==> src/rtl/stall_ctrl.sv <==
// stall_ctrl: hazard detector and HI/LO busy sequencer for the 5-stage MIPS core.
// Decides each cycle whether the D-stage instruction may issue; on a stall it
// holds PC/D and bubbles E. Also tracks the multi-cycle mult/div unit.
module stall_ctrl #(
    parameter int unsigned MULT_CYCLES = 5,
    parameter int unsigned DIV_CYCLES  = 10
) (
    input  logic        clk,
    input  logic        reset,
    input  logic        Req,
    input  logic [4:0]  rs_D,
    input  logic [4:0]  rt_D,
    input  logic [1:0]  tuse_rs_D,
    input  logic [1:0]  tuse_rt_D,
    input  logic        muldiv_D,
    input  logic        eret_D,
    input  logic [4:0]  wa_E,
    input  logic [1:0]  tnew_E,
    input  logic [4:0]  wa_M,
    input  logic [1:0]  tnew_M,
    input  logic        epc_wr_E,
    input  logic        epc_wr_M,
    input  logic        start_E,
    input  logic        is_div_E,
    output logic        stall,
    output logic        clear_E,
    output logic        busy,
    output logic [3:0]  busy_cnt,
    output logic [31:0] stall_count
);

    localparam logic [3:0] LP_MULT = 4'(MULT_CYCLES);
    localparam logic [3:0] LP_DIV  = 4'(DIV_CYCLES);

    logic [3:0]  r_busy_cnt;
    logic [31:0] r_stall_count;
    logic        w_start;
    logic        w_haz_rs;
    logic        w_haz_rt;
    logic        w_haz_md;
    logic        w_haz_eret;
    logic        w_stall;

    // Hazard evaluation; a register is a hazard only if a producer in E or M
    // delivers later than the consumer needs it. $zero never conflicts.
    always_comb begin
        w_start    = start_E & ~Req;
        w_haz_rs   = (rs_D != 5'd0) &
                     (((rs_D == wa_E) & (tuse_rs_D < tnew_E)) |
                      ((rs_D == wa_M) & (tuse_rs_D < tnew_M)));
        w_haz_rt   = (rt_D != 5'd0) &
                     (((rt_D == wa_E) & (tuse_rt_D < tnew_E)) |
                      ((rt_D == wa_M) & (tuse_rt_D < tnew_M)));
        busy       = w_start | (r_busy_cnt != 4'd0);
        w_haz_md   = muldiv_D & busy;
        w_haz_eret = eret_D & (epc_wr_E | epc_wr_M);
        // An exception flush overrides any stall; the pipe registers clear themselves.
        w_stall    = (w_haz_rs | w_haz_rt | w_haz_md | w_haz_eret) & ~Req;
    end

    assign stall       = w_stall;
    assign clear_E     = w_stall;
    assign busy_cnt    = r_busy_cnt;
    assign stall_count = r_stall_count;

    // HI/LO busy counter: a surviving start loads the latency, then counts to 0.
    // Req does not cancel a running operation because its commit still happens.
    always_ff @(posedge clk) begin
        if (reset)
            r_busy_cnt <= 4'd0;
        else if (w_start)
            r_busy_cnt <= is_div_E ? LP_DIV : LP_MULT;
        else if (r_busy_cnt != 4'd0)
            r_busy_cnt <= r_busy_cnt - 4'd1;
    end

    // Stalled-cycle performance counter, wraps naturally.
    always_ff @(posedge clk) begin
        if (reset)
            r_stall_count <= 32'd0;
        else if (w_stall)
            r_stall_count <= r_stall_count + 32'd1;
    end

endmodule
==> config.mk <==
export PLATFORM = sky130hd
export DESIGN_NAME = stall_ctrl
export DESIGN_NICKNAME = d
export VERILOG_FILES = /design/src/rtl/stall_ctrl.sv
export SDC_FILE = /design/constraint.sdc
export NUM_CORES = 1
export LEC_CHECK = 0
export BUFFER_PORTS_ARGS = -buffer_cell sky130_fd_sc_hd__buf_2
export CAP_MARGIN = 15
export CORE_ASPECT_RATIO = 0.6
export CORE_UTILIZATION = 50
export CTS_CLUSTER_SIZE = 8
export DETAILED_ROUTE_END_ITERATION = 6
export PLACE_DENSITY = 0.8
export SKIP_LAST_GASP = 1
export SLEW_MARGIN = 20
export SYNTH_ARGS = -nofsm -noshare
export SYNTH_HDL_FRONTEND = slang
export SYNTH_SLANG_ARGS = --single-unit
==> constraint.sdc <==
create_clock -name clk -period 2.5 [get_ports clk]
set_clock_uncertainty 0.05 [all_clocks]
set_input_delay 0 -clock clk [delete_from_list [all_inputs] [get_ports clk]]
set_output_delay 0 -clock clk [all_outputs]
set_load 0.02 [all_outputs]
Word-level counts from Yosys, hierarchy flattened --
Index checks and enable logic that the tools add are counted.
Storage, ports and cells: register bits 36, latch bits 0, memory bits (writable) 0, ROM bits 0, input bits 37, output and inout bits 39, memories kept 0
Cells by class: $add $sub $neg 2, multiply operators 0, divide/modulo/power cells 0, $lt $le $gt $ge 4, equality and inequality tests 4, shift operators 0, muxes and demuxes 3, bitwise operators 18, reductions and logical operators 4
Operators with widths (count):
- 32-bit by 1-bit adder with 32-bit output, second input constant | 1
- 5-bit equality test | 4
- 4-bit two-way mux | 3
- 1-bit AND | 10
- 5-bit nonzero test | 2
- 2-bit < comparator | 4
- 1-bit bitwise OR | 7
- 4-bit nonzero test | 1
- 4-bit by 1-bit subtractor with 4-bit output, second input constant | 1
- 2-bit nonzero test | 1
- 1-bit NOT | 1

Depth between registers and ports, before layout --
word-level depth 8, mapped depth 11

Least setup slack after synthesis --
Ideal clock, no wire load.
path kind reg2reg, start register r_busy_cnt[0] (netlist: busy_cnt[0]), end register r_stall_count[18] (netlist: stall_count[18]), data arrival time 2043 ps, required time 2322 ps, slack 280 ps, cell stages (with the launch flop) 12, cell sequence dfxtp_1 > inv_1 > ha_1 > nor3b_2 > nand2_1 > nand2_1 > o211ai_1 > buf_2 > buf_4 > o211ai_1 > xor2_1 > nor2_1
Between the ends: longest elaborated chain between the ends 6
RTL lines:
- start: declaration | RTL line 35 | logic [3:0] r_busy_cnt;
- start signal: assignment | RTL line 72 | r_busy_cnt <= is_div_E ? LP_DIV : LP_MULT;
- start signal: assignment | RTL line 74 | r_busy_cnt <= r_busy_cnt - 4'd1;
- 4-bit nonzero test | RTL line 54 | busy = w_start | (r_busy_cnt != 4'd0);
- 1-bit bitwise OR | RTL line 54
- via busy | RTL line 27 | output logic busy,
- 1-bit AND | RTL line 55 | w_haz_md = muldiv_D & busy;
- 1-bit bitwise OR (2 in a row) | RTL line 58 | w_stall = (w_haz_rs | w_haz_rt | w_haz_md | w_haz_eret) & ~Req;
- 1-bit AND | RTL line 58
- end signal: assignment | RTL line 82 | r_stall_count <= r_stall_count + 32'd1;
- end: declaration | RTL line 36 | logic [31:0] r_stall_count;
The timed path passes the listed nets, and every way through them passes these cells. A chain may end at the register's enable or synchronous reset.

Final worst setup path --
start register r_busy_cnt[0] (netlist: busy_cnt[0]), end register r_stall_count[11] (netlist: stall_count[11])
Between the ends: longest elaborated chain between the ends 6
RTL lines (RTL line):
- 4-bit nonzero test | 54
- 1-bit bitwise OR | 54
- 1-bit AND | 55
- 1-bit bitwise OR (2 in a row) | 58
- 1-bit AND | 58
No other way between the ends.

==> flow_summary.ini <==
[layout]
drive_gt1_share_pct = 29.09
final_cells = 390
nFillCells = 374
synthToLayoutAreaGrowth_pct = 24.77
num_antenna_cells = 0
nNetsFinal = 374

[cts]
clkLatencyLatePin_ns = 0.29
clockBufferDepth = 2
cts_tree = built
numCtsBuffers = 5
clock-root-buffer = clkbuf_8
cts_sinks = 36
htree_levels = 2
clk_pin_slew_ns = 0.07

[detailed_routing]
via_per_inst = 5.218
vias = 2035
wire_per_inst_um = 13.08
drt_wl_total_um = 5100
route.detailed.drc = 0
dr.pass1.iters = 4
postRouteAntennaNets = 0
drt_iter0_markers = 70

[setup_path]
cp-end-kind = register
startpoint = busy_cnt[0]
rr_startpoint = busy_cnt[0]
crit_path_max_fanout = 6
critPathMaxStageDelay_ns = 0.34
crit_required_ns = 2.60
worst-endpoint-arrival_ns = 2.34
crit_chain = inv_1 > ha_1 > nor3b_4 > nand2_1 > nand2_1 > o211ai_1 > buf_4 > buf_4 > o2111ai_1 > xor2_1 > nor2_1
cp_num_buf_inv = 3
cp-start-kind = register
path_delay_family = simple AND/OR/NAND/NOR gates
critPathKind = register to register
critPathSlowestCell = dfxtp_1

[synth]
synthArstFlopShare_pct = 0
ys_seq_area_share_pct = 33.33
synthFlopType = dfxtp_1
synth_common_cells = 44 x xor2_1, 38 x nor2_1, 36 x dfxtp_1, 13 x o211ai_1, 11 x o2111ai_1
synth_top_area_cell = dfxtp_1
yosysMostFrequentCell = xor2_1
ys_seq_elements = 36
synth_area_leaders = dfxtp_1 33%, xor2_1 18%, nor2_1 6.6%, o211ai_1 4.5%, o2111ai_1 4.5%
avgSynthCellArea_sq_um = 8.614
synth-edff-count = 0
synthDominantCellAreaShare_pct = 33.33
synth_area_sq_um = 2162
syn_inst = 251
yosys_warnings = 0
ys_types = 39
synth_nets = 295

[sta]
worst_slack_ns = 0.2586
tightestPinTransition_ns = 0.6692
hold_viol = 0
fin_crit_sh_pct = 89.65
setup_tns_ns = 0
fmax_ghz = 0.4462
rsz0062_at_grt = false
finalMaxSlewViolations = 0
setup_viol = 0
relSlewSlack_pct = 55.39
fin_crit_ns = 2.241

[placed_design]
portBuffers = 75
gp_congestion = 0.8391
dp_cells = 379
place_ws_ns = 0.1663
dpl.hpwl_um = 3836

[floorplanning]
num_rows = 18
core_sq_um = 4121
die_w_um = 86.90
initial_core_util_pct = 52.46
dieHeight_um = 52.94
io_pins = 76
dieArea_sq_um = 4600

[global_route]
antenna_found_initial = 0
grt_overflow_total = 0
grt_first_pass_wirelength_um = 8321
grt_start_max_net_pins = 38
gr-usage-all-layers_pct = 23.59
first_global_vias = 1831

[run]
max_cap_viol_count = 0

[min_path]
hp-start = start_E
hold_path_class = input pin to register

[power_and_ir_drop]
powerDensity_nw_per_um2 = 572.3
peakVddDrop_mv = 0.2210
leakage_nw = 1.244

[status]
outcome = completed
[final timing paths]
path,endpoint,slack [ns],cells after the start
setup / recovery,stall_count[11],0.26,11
hold / removal,busy_cnt[1],0.11,4
setup reg to reg,stall_count[11],0.26,11
hold reg to reg,stall_count[31],0.47,2
[registers in the layout, indices dropped and copies added, names as in the netlist]
| signal | flops |
|---|---|
| busy_cnt | 4 |
| stall_count | 32 |
[cell type report]
class / instances / area (sq um) / area share [%]
clock inverters: 1 / 5.005 / 0.1855
repair buffers: 85 / 452.9 / 16.79
well taps: 60 / 75.07 / 2.783
clock buffers: 6 / 72.57 / 2.690
multi-input cells: 195 / 1345 / 49.86
flip-flops and latches: 36 / 720.7 / 26.72
inverters: 7 / 26.28 / 0.9740
[repair_timing]
| item | CTS | global route |
|---|---|---|
| hold buffers | 1 | 0 |
| resized for setup | 0 | 1 |
| hold endpoints to repair | 1 | 0 |
| endpoints found under the setup margin | 0 | 22 |
| setup buffers | 0 | 3 |
[power breakdown]
group / switching, mW / total (mW) / internal [mW]
Combinational: 0.287 / 0.507 / 0.221
Clock: 0.198 / 0.387 / 0.189
Sequential: 0.0422 / 0.650 / 0.607
Total: 0.527 / 1.54 / 1.02
[tightest hold or removal path: stages]
cell      delay (ns)
buf_2           0.08
nand2b_1        0.12
a21oi_1         0.15
nor2_1          0.04
[logic make-up (layout without fill, tap and decap cells)]
| logic type | count (synthesis) | in the layout | synth area share [%] |
|---|---|---|---|
| xor gates and xnor gates | 50 | 50 | 20.25 |
| muxes | 1 | 1 | 0.4630 |
| DFF | 36 | 36 | 33.33 |
| adders and majority gates | 7 | 7 | 4.051 |
| buffers and inverters | 20 | 99 | 4.919 |
| and+or+nand+nor | 90 | 90 | 21.53 |
| AOI/OAI and AO/OA | 47 | 47 | 15.45 |
[routing by layer]
| metal | up-vias | GRT usage (%) | share of wire [%] |
|---|---|---|---|
| li1 | 1038 | - | - |
| met1 | 939 | 32.99 | 53 |
| met2 | 51 | 36.35 | 42 |
| met3 | 7 | 5.148 | 4.5 |
| met4 | 0 | 6.944 | 0.92 |
| met5 | - | 0 | 0 |
[per-stage QoR]
stage          util [%]  hold slack [ns]  cell area (sq um)  total power [mW]
6_report          65.45           0.1073               2698             1.544
2_1_floorplan         -           0.1635               2162            0.9966
5_1_grt           65.45           0.1490               2698             1.641
3_5_place_dp      62.63           0.2969               2581             1.133
3_3_place_gp      62.63           0.2908               2581             1.119
4_1_cts           64.75           0.1073               2669             1.517
[placed cells by master (no fill, tap or decap), drive strengths merged, types with 2 or more instances in the layout]
cell type / n
nand4: 3
nor2b: 3
dfxtp: 36
o21ai: 11
nand2b: 5
clkbuf: 6
and3: 10
or2: 2
nor2: 38
a211oi: 2
nand3: 3
nor3: 3
nand2: 8
a21oi: 6
nor4: 4
and2: 3
o211ai: 13
xnor2: 6
or4: 3
o2111ai: 11
xor2: 44
and4: 2
buf: 84
ha: 7
inv: 7
Power figures use the tool's default switching activity.
